==> src/rtl/riscv_pkg.sv <==
// riscv_pkg: shared RV32I opcode constants, issue-stage op encodings,
// immediate-format enum and the immediate extraction helper.
package riscv_pkg;

  localparam logic [6:0] OPC_LUI    = 7'b0110111;
  localparam logic [6:0] OPC_AUIPC  = 7'b0010111;
  localparam logic [6:0] OPC_JAL    = 7'b1101111;
  localparam logic [6:0] OPC_JALR   = 7'b1100111;
  localparam logic [6:0] OPC_BRANCH = 7'b1100011;
  localparam logic [6:0] OPC_LOAD   = 7'b0000011;
  localparam logic [6:0] OPC_STORE  = 7'b0100011;
  localparam logic [6:0] OPC_OP_IMM = 7'b0010011;
  localparam logic [6:0] OPC_OP     = 7'b0110011;

  localparam logic [6:0] F7_BASE = 7'b0000000;
  localparam logic [6:0] F7_ALT  = 7'b0100000;

  typedef enum logic [5:0] {
    OP_ILLEGAL = 6'd0,
    OP_LUI     = 6'd1,
    OP_AUIPC   = 6'd2,
    OP_JAL     = 6'd3,
    OP_JALR    = 6'd4,
    OP_BEQ     = 6'd5,
    OP_BNE     = 6'd6,
    OP_BLT     = 6'd7,
    OP_BGE     = 6'd8,
    OP_BLTU    = 6'd9,
    OP_BGEU    = 6'd10,
    OP_LB      = 6'd11,
    OP_LH      = 6'd12,
    OP_LW      = 6'd13,
    OP_LBU     = 6'd14,
    OP_LHU     = 6'd15,
    OP_SB      = 6'd16,
    OP_SH      = 6'd17,
    OP_SW      = 6'd18,
    OP_ADDI    = 6'd19,
    OP_SLTI    = 6'd20,
    OP_SLTIU   = 6'd21,
    OP_XORI    = 6'd22,
    OP_ORI     = 6'd23,
    OP_ANDI    = 6'd24,
    OP_SLLI    = 6'd25,
    OP_SRLI    = 6'd26,
    OP_SRAI    = 6'd27,
    OP_ADD     = 6'd28,
    OP_SUB     = 6'd29,
    OP_SLL     = 6'd30,
    OP_SLT     = 6'd31,
    OP_SLTU    = 6'd32,
    OP_XOR     = 6'd33,
    OP_SRL     = 6'd34,
    OP_SRA     = 6'd35,
    OP_OR      = 6'd36,
    OP_AND     = 6'd37
  } op_e;

  typedef enum logic [2:0] {
    FMT_NONE = 3'd0,
    FMT_I    = 3'd1,
    FMT_S    = 3'd2,
    FMT_B    = 3'd3,
    FMT_U    = 3'd4,
    FMT_J    = 3'd5
  } imm_fmt_e;

  typedef enum logic {
    IDLE = 1'b0,
    HOLD = 1'b1
  } issue_state_e;

  // Sign-extended immediate for the given encoding format; R-type and
  // illegal instructions carry no immediate and yield zero.
  function automatic logic [31:0] imm_gen(input logic [31:0] inst, input imm_fmt_e fmt);
    logic [31:0] imm;
    imm = '0;
    case (fmt)
      FMT_I: imm = {{20{inst[31]}}, inst[31:20]};
      FMT_S: imm = {{20{inst[31]}}, inst[31:25], inst[11:7]};
      FMT_B: imm = {{19{inst[31]}}, inst[31], inst[7], inst[30:25], inst[11:8], 1'b0};
      FMT_U: imm = {inst[31:12], 12'h000};
      FMT_J: imm = {{11{inst[31]}}, inst[31], inst[19:12], inst[20], inst[30:21], 1'b0};
      default: imm = '0;
    endcase
    return imm;
  endfunction

endpackage

==> src/rtl/inst_decoder.sv <==
// inst_decoder: purely combinational RV32I decode for the issue stage.
// Produces the op code, register fields (zeroed where the format has no
// such field), immediate, destination routing and the ROB-resolve flag.
module inst_decoder (
  input  logic [31:0] inst,
  output logic [5:0]  op,
  output logic [4:0]  rd,
  output logic [4:0]  rs1,
  output logic [4:0]  rs2,
  output logic [31:0] imm,
  output logic        jump,
  output logic        to_rs,
  output logic        to_lsb
);
  import riscv_pkg::*;

  logic [6:0] opcode;
  logic [2:0] funct3;
  logic [6:0] funct7;
  op_e        op_dec;
  imm_fmt_e   fmt;
  logic       use_rd;
  logic       use_rs1;
  logic       use_rs2;
  logic       is_mem;
  logic       is_jump;

  assign opcode = inst[6:0];
  assign funct3 = inst[14:12];
  assign funct7 = inst[31:25];

  // Opcode/funct decode; any unrecognised combination collapses to OP_ILLEGAL
  // with every side-band flag cleared so it goes to the ROB alone.
  always_comb begin
    op_dec  = OP_ILLEGAL;
    fmt     = FMT_NONE;
    use_rd  = 1'b0;
    use_rs1 = 1'b0;
    use_rs2 = 1'b0;
    is_mem  = 1'b0;
    is_jump = 1'b0;
    case (opcode)
      OPC_LUI: begin
        op_dec = OP_LUI;
        fmt    = FMT_U;
        use_rd = 1'b1;
      end
      OPC_AUIPC: begin
        op_dec = OP_AUIPC;
        fmt    = FMT_U;
        use_rd = 1'b1;
      end
      OPC_JAL: begin
        op_dec = OP_JAL;
        fmt    = FMT_J;
        use_rd = 1'b1;
      end
      OPC_JALR: begin
        if (funct3 == 3'b000) op_dec = OP_JALR;
        fmt     = FMT_I;
        use_rd  = 1'b1;
        use_rs1 = 1'b1;
        is_jump = 1'b1;
      end
      OPC_BRANCH: begin
        case (funct3)
          3'b000:  op_dec = OP_BEQ;
          3'b001:  op_dec = OP_BNE;
          3'b100:  op_dec = OP_BLT;
          3'b101:  op_dec = OP_BGE;
          3'b110:  op_dec = OP_BLTU;
          3'b111:  op_dec = OP_BGEU;
          default: op_dec = OP_ILLEGAL;
        endcase
        fmt     = FMT_B;
        use_rs1 = 1'b1;
        use_rs2 = 1'b1;
        is_jump = 1'b1;
      end
      OPC_LOAD: begin
        case (funct3)
          3'b000:  op_dec = OP_LB;
          3'b001:  op_dec = OP_LH;
          3'b010:  op_dec = OP_LW;
          3'b100:  op_dec = OP_LBU;
          3'b101:  op_dec = OP_LHU;
          default: op_dec = OP_ILLEGAL;
        endcase
        fmt     = FMT_I;
        use_rd  = 1'b1;
        use_rs1 = 1'b1;
        is_mem  = 1'b1;
      end
      OPC_STORE: begin
        case (funct3)
          3'b000:  op_dec = OP_SB;
          3'b001:  op_dec = OP_SH;
          3'b010:  op_dec = OP_SW;
          default: op_dec = OP_ILLEGAL;
        endcase
        fmt     = FMT_S;
        use_rs1 = 1'b1;
        use_rs2 = 1'b1;
        is_mem  = 1'b1;
      end
      OPC_OP_IMM: begin
        case (funct3)
          3'b000: op_dec = OP_ADDI;
          3'b010: op_dec = OP_SLTI;
          3'b011: op_dec = OP_SLTIU;
          3'b100: op_dec = OP_XORI;
          3'b110: op_dec = OP_ORI;
          3'b111: op_dec = OP_ANDI;
          3'b001: op_dec = (funct7 == F7_BASE) ? OP_SLLI : OP_ILLEGAL;
          3'b101: begin
            if (funct7 == F7_BASE)     op_dec = OP_SRLI;
            else if (funct7 == F7_ALT) op_dec = OP_SRAI;
            else                       op_dec = OP_ILLEGAL;
          end
          default: op_dec = OP_ILLEGAL;
        endcase
        fmt     = FMT_I;
        use_rd  = 1'b1;
        use_rs1 = 1'b1;
      end
      OPC_OP: begin
        case ({funct7, funct3})
          {F7_BASE, 3'b000}: op_dec = OP_ADD;
          {F7_ALT,  3'b000}: op_dec = OP_SUB;
          {F7_BASE, 3'b001}: op_dec = OP_SLL;
          {F7_BASE, 3'b010}: op_dec = OP_SLT;
          {F7_BASE, 3'b011}: op_dec = OP_SLTU;
          {F7_BASE, 3'b100}: op_dec = OP_XOR;
          {F7_BASE, 3'b101}: op_dec = OP_SRL;
          {F7_ALT,  3'b101}: op_dec = OP_SRA;
          {F7_BASE, 3'b110}: op_dec = OP_OR;
          {F7_BASE, 3'b111}: op_dec = OP_AND;
          default:           op_dec = OP_ILLEGAL;
        endcase
        fmt     = FMT_NONE;
        use_rd  = 1'b1;
        use_rs1 = 1'b1;
        use_rs2 = 1'b1;
      end
      default: op_dec = OP_ILLEGAL;
    endcase
    if (op_dec == OP_ILLEGAL) begin
      fmt     = FMT_NONE;
      use_rd  = 1'b0;
      use_rs1 = 1'b0;
      use_rs2 = 1'b0;
      is_mem  = 1'b0;
      is_jump = 1'b0;
    end
  end

  assign op     = op_dec;
  assign rd     = use_rd  ? inst[11:7]  : 5'd0;
  assign rs1    = use_rs1 ? inst[19:15] : 5'd0;
  assign rs2    = use_rs2 ? inst[24:20] : 5'd0;
  assign imm    = imm_gen(inst, fmt);
  assign jump   = is_jump;
  assign to_lsb = is_mem;
  assign to_rs  = (op_dec != OP_ILLEGAL) && !is_mem;

endmodule

==> src/rtl/issue_unit.sv <==
// issue_unit: single-entry decode/issue stage between the instruction queue
// and the ROB / reservation station / load-store buffer.
//   state | meaning
//   IDLE  | stage empty, ready to accept
//   HOLD  | decoded instruction latched, waiting for a free target
// Optional build macro ISSUE_STALL_CNT_EN adds a 32-bit stall_cnt output
// counting HOLD cycles in which the latched instruction could not issue.
module issue_unit #(
  parameter int ROB_IDX_W = 6
) (
  input  logic                 clk,
  input  logic                 rst,
  input  logic                 rdy,
  input  logic                 iq_valid,
  input  logic [31:0]          iq_inst,
  input  logic [31:0]          iq_pc,
  input  logic                 iq_pred_jump,
  output logic                 iq_ready,
  input  logic                 rob_full,
  input  logic                 rs_full,
  input  logic                 lsb_full,
  input  logic [ROB_IDX_W-1:0] next_index,
  input  logic                 flush,
  output logic                 issue_valid,
  output logic [4:0]           issue_rd,
  output logic [4:0]           issue_rs1,
  output logic [4:0]           issue_rs2,
  output logic                 issue_jump,
  output logic                 issue_pred,
  output logic [5:0]           issue_op,
  output logic [31:0]          issue_imm,
  output logic [31:0]          issue_pc,
  output logic [ROB_IDX_W-1:0] issue_rob_idx,
  output logic                 issue_to_rs,
  output logic                 issue_to_lsb
`ifdef ISSUE_STALL_CNT_EN
  ,
  output logic [31:0]          stall_cnt
`endif
);
  import riscv_pkg::*;

  issue_state_e state;

  logic [5:0]  dec_op;
  logic [4:0]  dec_rd;
  logic [4:0]  dec_rs1;
  logic [4:0]  dec_rs2;
  logic [31:0] dec_imm;
  logic        dec_jump;
  logic        dec_to_rs;
  logic        dec_to_lsb;

  logic target_free;
  logic accept;
  logic drop;

  inst_decoder u_dec (
    .inst   (iq_inst),
    .op     (dec_op),
    .rd     (dec_rd),
    .rs1    (dec_rs1),
    .rs2    (dec_rs2),
    .imm    (dec_imm),
    .jump   (dec_jump),
    .to_rs  (dec_to_rs),
    .to_lsb (dec_to_lsb)
  );

  // Handshake: an instruction leaves when its own target has room; a new one
  // can enter in the same cycle, giving one instruction per cycle. iq_ready is
  // also gated by reset so every output reads zero while rst is low.
  assign target_free = !rob_full && !(issue_to_rs && rs_full) && !(issue_to_lsb && lsb_full);
  assign issue_valid = (state == HOLD) && target_free && rdy && !flush;
  assign iq_ready    = rst && rdy && !flush && ((state == IDLE) || issue_valid);
  assign accept      = iq_valid && iq_ready;

  // ROB slot is not latched: it must track the ROB tail in the issue cycle.
  assign issue_rob_idx = issue_valid ? next_index : '0;

  // Stage is emptied by a flush (even while frozen) or by issuing with nothing
  // new arriving; fields are cleared so an empty stage shows all zeros.
  assign drop = flush || (rdy && issue_valid && !accept);

  // Stage FSM and latched decode fields.
  always_ff @(posedge clk or negedge rst) begin
    if (!rst) begin
      state        <= IDLE;
      issue_rd     <= '0;
      issue_rs1    <= '0;
      issue_rs2    <= '0;
      issue_jump   <= 1'b0;
      issue_pred   <= 1'b0;
      issue_op     <= '0;
      issue_imm    <= '0;
      issue_pc     <= '0;
      issue_to_rs  <= 1'b0;
      issue_to_lsb <= 1'b0;
    end else if (drop) begin
      state        <= IDLE;
      issue_rd     <= '0;
      issue_rs1    <= '0;
      issue_rs2    <= '0;
      issue_jump   <= 1'b0;
      issue_pred   <= 1'b0;
      issue_op     <= '0;
      issue_imm    <= '0;
      issue_pc     <= '0;
      issue_to_rs  <= 1'b0;
      issue_to_lsb <= 1'b0;
    end else if (accept) begin
      state        <= HOLD;
      issue_rd     <= dec_rd;
      issue_rs1    <= dec_rs1;
      issue_rs2    <= dec_rs2;
      issue_jump   <= dec_jump;
      issue_pred   <= iq_pred_jump;
      issue_op     <= dec_op;
      issue_imm    <= dec_imm;
      issue_pc     <= iq_pc;
      issue_to_rs  <= dec_to_rs;
      issue_to_lsb <= dec_to_lsb;
    end
  end

`ifdef ISSUE_STALL_CNT_EN
  // Count cycles where a held instruction is blocked only by a full target.
  always_ff @(posedge clk or negedge rst) begin
    if (!rst) begin
      stall_cnt <= '0;
    end else if ((state == HOLD) && rdy && !flush && !issue_valid) begin
      stall_cnt <= stall_cnt + 32'd1;
    end
  end
`endif

endmodule

==> config.mk <==
export PLATFORM = sky130hd
export DESIGN_NAME = issue_unit
export DESIGN_NICKNAME = d
export VERILOG_FILES = /design/src/rtl/riscv_pkg.sv /design/src/rtl/inst_decoder.sv /design/src/rtl/issue_unit.sv
export SDC_FILE = /design/constraint.sdc
export NUM_CORES = 1
export LEC_CHECK = 0
export ABC_AREA = 1
export ABC_CLOCK_PERIOD_IN_PS = 3100
export CAP_MARGIN = 5
export CORE_ASPECT_RATIO = 1.75
export CORE_MARGIN = 2
export CORE_UTILIZATION = 40
export CTS_BUF_LIST = sky130_fd_sc_hd__clkbuf_16
export CTS_CLUSTER_DIAMETER = 120
export DETAILED_ROUTE_END_ITERATION = 7
export PLACE_DENSITY_LB_ADDON = 0.12
export SETUP_SLACK_MARGIN = 0.15
export SLEW_MARGIN = 20
export SYNTH_ARGS = -nofsm -noshare
export SYNTH_HDL_FRONTEND = slang
export SYNTH_SLANG_ARGS = --single-unit
==> constraint.sdc <==
create_clock -name clk -period 3.1 [get_ports clk]
set_input_delay 0.62 -clock clk [delete_from_list [all_inputs] [get_ports clk]]
set_output_delay 0.62 -clock clk [all_outputs]
set_load 0.01 [all_outputs]
==> results of run 1 <==
## worst max-delay path by stage
| stage | startpoint | endpoint | slack, ns | cells past startpoint |
|---|---|---|---|---|
| 2_1_floorplan | iq_inst[12] | issue_imm[25] | 0.79 | 20 |
| 3_3_place_gp | iq_inst[13] | issue_imm[28] | -0.09 | 18 |
| 3_5_place_dp | iq_inst[13] | issue_imm[28] | -0.14 | 18 |
| 5_1_grt | iq_inst[13] | issue_imm[29] | 0.15 | 19 |
| 6_report | rdy | issue_rob_idx[0] | 0.34 | 7 |
| 4_1_cts | iq_inst[13] | issue_imm[28] | 0.21 | 18 |
## stage by stage
step | power (mW) | instances | setup slack, ns
3_5_place_dp | 1.57 | 891 | -0.145
3_3_place_gp | 1.56 | 891 | -0.0948
2_1_floorplan | 1.33 | 565 | 0.792
6_report | 2.60 | 908 | 0.341
4_1_cts | 2.62 | 908 | 0.209
5_1_grt | 2.70 | 908 | 0.147
## state kept, by name, summed over array words and instances (netlist names)
register / cells
state: 1
issue_to_lsb: 1
issue_rd: 5
issue_rs2: 5
issue_op: 6
issue_pc: 32
issue_imm: 32
issue_jump: 1
issue_pred: 1
issue_to_rs: 1
issue_rs1: 5
## area by class of cell
class                   count  area [sq um]  share of cell area
well taps                 132           165              0.0237
multi-input cells         406          1940               0.279
repair buffers            219          2140               0.307
flip-flops and latches     90          2250               0.323
clock buffers               9           225              0.0323
inverters                  45           169              0.0242
clock inverters             7          72.6              0.0104
## placed cells by master (no fill, tap or decap), types with 2 or more instances in the layout
master           count
a21oi_1              7
a22o_1              36
buf_12               5
buf_4               40
clkbuf_16            9
clkdlybuf4s50_1    174
clkinv_4             3
dfrtp_1             90
inv_1               40
inv_2                5
inv_8                2
nand2_1            219
nand2_2              5
nand3_1             32
nand4_1              9
nor2_1              47
nor2_2               6
nor3_1               2
nor3_2               2
o21ai_0             25
o31ai_1              7
## routing by layer
layer / up-vias / track usage / wire [um]
met5: - / 0 / 0
met4: 0 / 0.206 / 1160
met3: 56 / 0.0428 / 680
met2: 188 / 0.467 / 8350
met1: 2189 / 0.266 / 5340
li1: 2248 / - / -
## kinds of logic after synthesis
logic type / after synthesis / share of synthesized area
compound gates: 80 / 0.132
buf+inv: 69 / 0.0687
flops: 90 / 0.503
simple gates: 326 / 0.297
## power by group through the flow
stage	combinational (mW)	clock, mW	sequential [mW]
2_1_floorplan	0.105	0	1.23
3_3_place_gp	0.341	0	1.22
3_5_place_dp	0.345	0	1.22
4_1_cts	0.347	1.07	1.20
5_1_grt	0.374	1.12	1.20
6_report	0.348	1.05	1.20
## worst max-delay path, cell delays in order
cell and delay [ns]:
clkdlybuf4s50_1 0.45, inv_1 0.03, nor2_1 0.11, nand4_1 0.12, buf_4 0.18, nor2_1 0.08, clkdlybuf4s50_1 0.54
## timing repair
item                       4_1_cts  5_1_grt
pin swaps                        1        0
setup endpoints to repair        1       37
buffers inserted                 1        0
resized for setup                0        7
==> impl_metrics.toml, run 1 <==
[floorplanning]
start_util = 0.406
rows = 51
dieHeight_um = 144
floorplan.die.width_um = 84.0
core-area_sq_mm = 0.0110
num_io_pins = 176
total_die_area_sq_mm = 0.0121

[placement]
placedInstanceArea_sq_mm = 0.00664
gp_congestion = 1.03
portBuffers = 175
hpwlAfterDp_um = 12500

[grt]
antenna_found_initial = 0
grt_start_max_net_pins = 64
first_global_vias = 4687
grt.overflow.total = 0
grt_first_pass_wirelength_um = 23900
grt.total_usage = 0.260

[final_layout]
synth_to_layout_area_growth_pct = 55.6
num_antenna_cells = 0
design.final.nets = 850
layout_cell_share_with_drive_strength_beyond_1 = 0.111
postLayoutCoreUtil = 0.631
fillerInstances = 978
finalInstanceArea_sq_mm = 0.00697

[detailed_routing]
vias_per_cell = 5.16
final_antenna_net_count = 0
drt-pass1-iter-count = 4
detail_route.wirelength_um = 15500
drc_errors = 0
num_vias = 4681
route.detailed.wl_per_inst_um = 17.1
first_iter_violations = 162

[critical_path]
worstPathArrival_ns = 2.14
reg2reg_setup_slack_ns = 1.14
crit_fanout = 7
timing.reg2reg.worst_path_depth = 12
timing.critical_path.from_type = "input port"
worst_ep_required_time_ns = 2.48
endpoint_kind = "output pin"
reg2reg_to = "issue_pc[25]"
worstReg2RegStart = "state"
critical_path_class = "input port to output pin"

[cts]
clock_tree.buffer_depth = 2
clkSlewWorstSetupHoldPaths_ns = 0.07
cts.hold.buffers_added = 0
clock_sink_count = 90
cts_tree = "done"
worst_skew_pair.late_latency_ns = 0.34
cts-buffers-inserted = 9
cts_max_level = 3
ctsRootBufferMaster = "clkbuf_16"

[pwr]
ir_drop_uv = 348
leakagePower_nw = 3.49
power.sequential.fraction = 0.462
intPower_mw = 1.93
power.combinational.fraction = 0.134
clkPwrFrac = 0.405
switchingPower_uw = 665
power-per-cell-area_mw_per_mm2 = 373
power_switching_share = 0.256

[synth]
synth.avg_cell_area_sq_um = 7.93
yosysMostFrequentCell = "nand2_1"
postSynthRegisterBits = 90
synthesis.instances = 565
synthTopCellsByCount = "nand2_1, dfrtp_1, nor2_1, inv_1, a22o_1"
synth_warnings = 0
yosys.cell_types.count = 25
ys_async_sr_fraction = 1.00
postSynth.topFlopCell = "dfrtp_1"
synth_largest_area_cell = "dfrtp_1"
netlist_top_cells_area = "dfrtp_1, nand2_1, a22o_1"
synth-edff-count = 0
netlist_area_sq_mm = 0.00448
syn-num-nets = 644
top_area_cell_type_share_of_the_netlist_area = 0.503
seq_area_frac_synth = 0.503

[sta]
final.hold.worst_slack_ns = 0.297
max_clock_freq_mhz = 362
worst_slew_pin_slew_ns = 0.762
maxSlewHeadroom = 0.492
finClkSkew_ns = 0.00768
report.final.hold_viol_count = 0
period_share = 0.890
setup_violations = 0
finalSetupTns_ns = 0
setup_repair_after_global_routing_missed_its_margin = "no"
period_minus_slack_ns = 2.76
report.final.slew_viol_count = 0

[status]
outcome = "completed"

[job]
max_cap_violations = 0

[worst_hold_path]
min-delay-path-class = "input port to async pin"
(Power assumes the default switching activity.)
==> run 2: changes to the inputs <==
Settings changed: CORE_UTILIZATION 40 to 47.
==> impl_metrics.toml, run 2 (synthesis results as in run 1) <==
[status]
outcome = "completed"

[floorplanning]
total_die_area_sq_mm = 0.0104
start_util = 0.479
rows = 47
dieHeight_um = 133
num_io_pins = 176
floorplan.die.width_um = 77.8
core-area_sq_mm = 0.00935

[final_layout]
postLayoutCoreUtil = 0.734
num_antenna_cells = 0
finalInstanceArea_sq_mm = 0.00687
design.final.nets = 846
mostFrequentLayoutCell = "nand2_1"
final_cell_mix = "nand2_1, clkdlybuf4s50_1, dfrtp_1, nor2_1, inv_1"
layoutNonFillerInstCount = 893
synth_to_layout_area_growth_pct = 53.3
layout_cell_share_with_drive_strength_beyond_1 = 0.0999
largestRegisters = "issue_imm (32), issue_pc (32), issue_op (6)"

[detailed_routing]
vias_per_cell = 5.32
drt-pass1-iter-count = 6
final_antenna_net_count = 0
detail_route.wirelength_um = 15500
num_vias = 4754
drc_errors = 0
route.detailed.wl_per_inst_um = 17.3
first_iter_violations = 279

[sta]
finalSetupTns_ns = 0
setup_violations = 0
report.final.slew_viol_count = 0
setup_repair_after_global_routing_missed_its_margin = "no"
period_minus_slack_ns = 2.85
period_share = 0.919
worst_slew_pin_slew_ns = 0.929
maxSlewHeadroom = 0.381
finClkSkew_ns = 0.0123
max_clock_freq_mhz = 351
final.hold.worst_slack_ns = 0.135
report.final.hold_viol_count = 0
worst_slack_ns = 0.250

[critical_path]
endpoint_kind = "output pin"
crit_fanout = 7
worstPathArrival_ns = 2.23
worst_ep_required_time_ns = 2.48
critical_path_class = "input port to output pin"
timing.critical_path.from_type = "input port"

[grt]
first_global_vias = 4865
grt_use_met2 = 0.562
grt.total_usage = 0.309
grt_first_pass_wirelength_um = 24700
grt_start_max_net_pins = 77
global_route.usage.met1 = 0.327
antenna_found_initial = 0
grt.overflow.total = 0
grt_use_met3 = 0.0583
global_route.peak_usage_layer = "met2"

[pwr]
ir_drop_uv = 249
leakagePower_nw = 3.48
power-per-cell-area_mw_per_mm2 = 364
design_power_total_mw = 2.50

[placement]
pre_cts_slack_ns = -0.0411
placedInstanceArea_sq_mm = 0.00658
portBuffers = 175
hpwlAfterDp_um = 12100
gp_congestion = 1.03
dp_cells = 876

[cts]
cts-buffers-inserted = 9
clkSlewWorstSetupHoldPaths_ns = 0.06
clock_tree.buffer_depth = 2
cts.hold.buffers_added = 0
cts_max_level = 3
ctsRootBufferMaster = "clkbuf_16"
clock_sink_count = 90
worst_skew_pair.late_latency_ns = 0.34
cts_tree = "done"

[job]
max_cap_violations = 0

[worst_hold_path]
min-delay-path-class = "input port to async pin"
run 2: cell type report:
class / instances / area (sq um)
fillers: 703 / 2480
well taps: 122 / 153
clock inverters: 6 / 33.8
inverters: 45 / 169
repair buffers: 215 / 2100
clock buffers: 9 / 225
multi-input cells: 406 / 1930
flip-flops and latches: 90 / 2250
run 2: path summary, 6_finish.rpt:
path | startpoint | to | slack (ns) | cells past startpoint
max reg2reg | state | issue_pc[16] | 1.11 | 12
min in group clk | issue_imm[3] | issue_imm[3] | 0.49 | 2
min reg2reg | issue_imm[3] | issue_imm[3] | 0.49 | 2
max | rdy | issue_rob_idx[0] | 0.25 | 7
min | rst | issue_pc[2] | 0.14 | 1
max in group asynchronous | rst | issue_pc[16] | 1.78 | 2
run 2: where the power goes:
part / switching [mW] / internal, mW / leakage [nW]
Sequential: 0.00896 / 1.19 / 1.25
Combinational: 0.166 / 0.169 / 2.10
Clock: 0.433 / 0.533 / 0.130
run 2: timing repair:
| item | in CTS | in global routing |
|---|---|---|
| setup buffers | 0 | 2 |
| hold endpoints to repair | 0 | 0 |
| gates resized for setup | 0 | 6 |
| endpoints found under the setup margin | 0 | 18 |
run 2: layer usage:
metal / share of wire / vias to the layer above
met2: 0.55 / 210
met1: 0.34 / 2261
met5: 0 / -
met4: 0.051 / 0
met3: 0.059 / 47
li1: - / 2236
run 2: worst max-delay path: stages:
cell and delay [ns]:
clkdlybuf4s50_1 0.47, inv_1 0.04, nor2_1 0.13, nand4_1 0.13
buf_4 0.18, nor2_1 0.10, clkdlybuf4s50_1 0.56
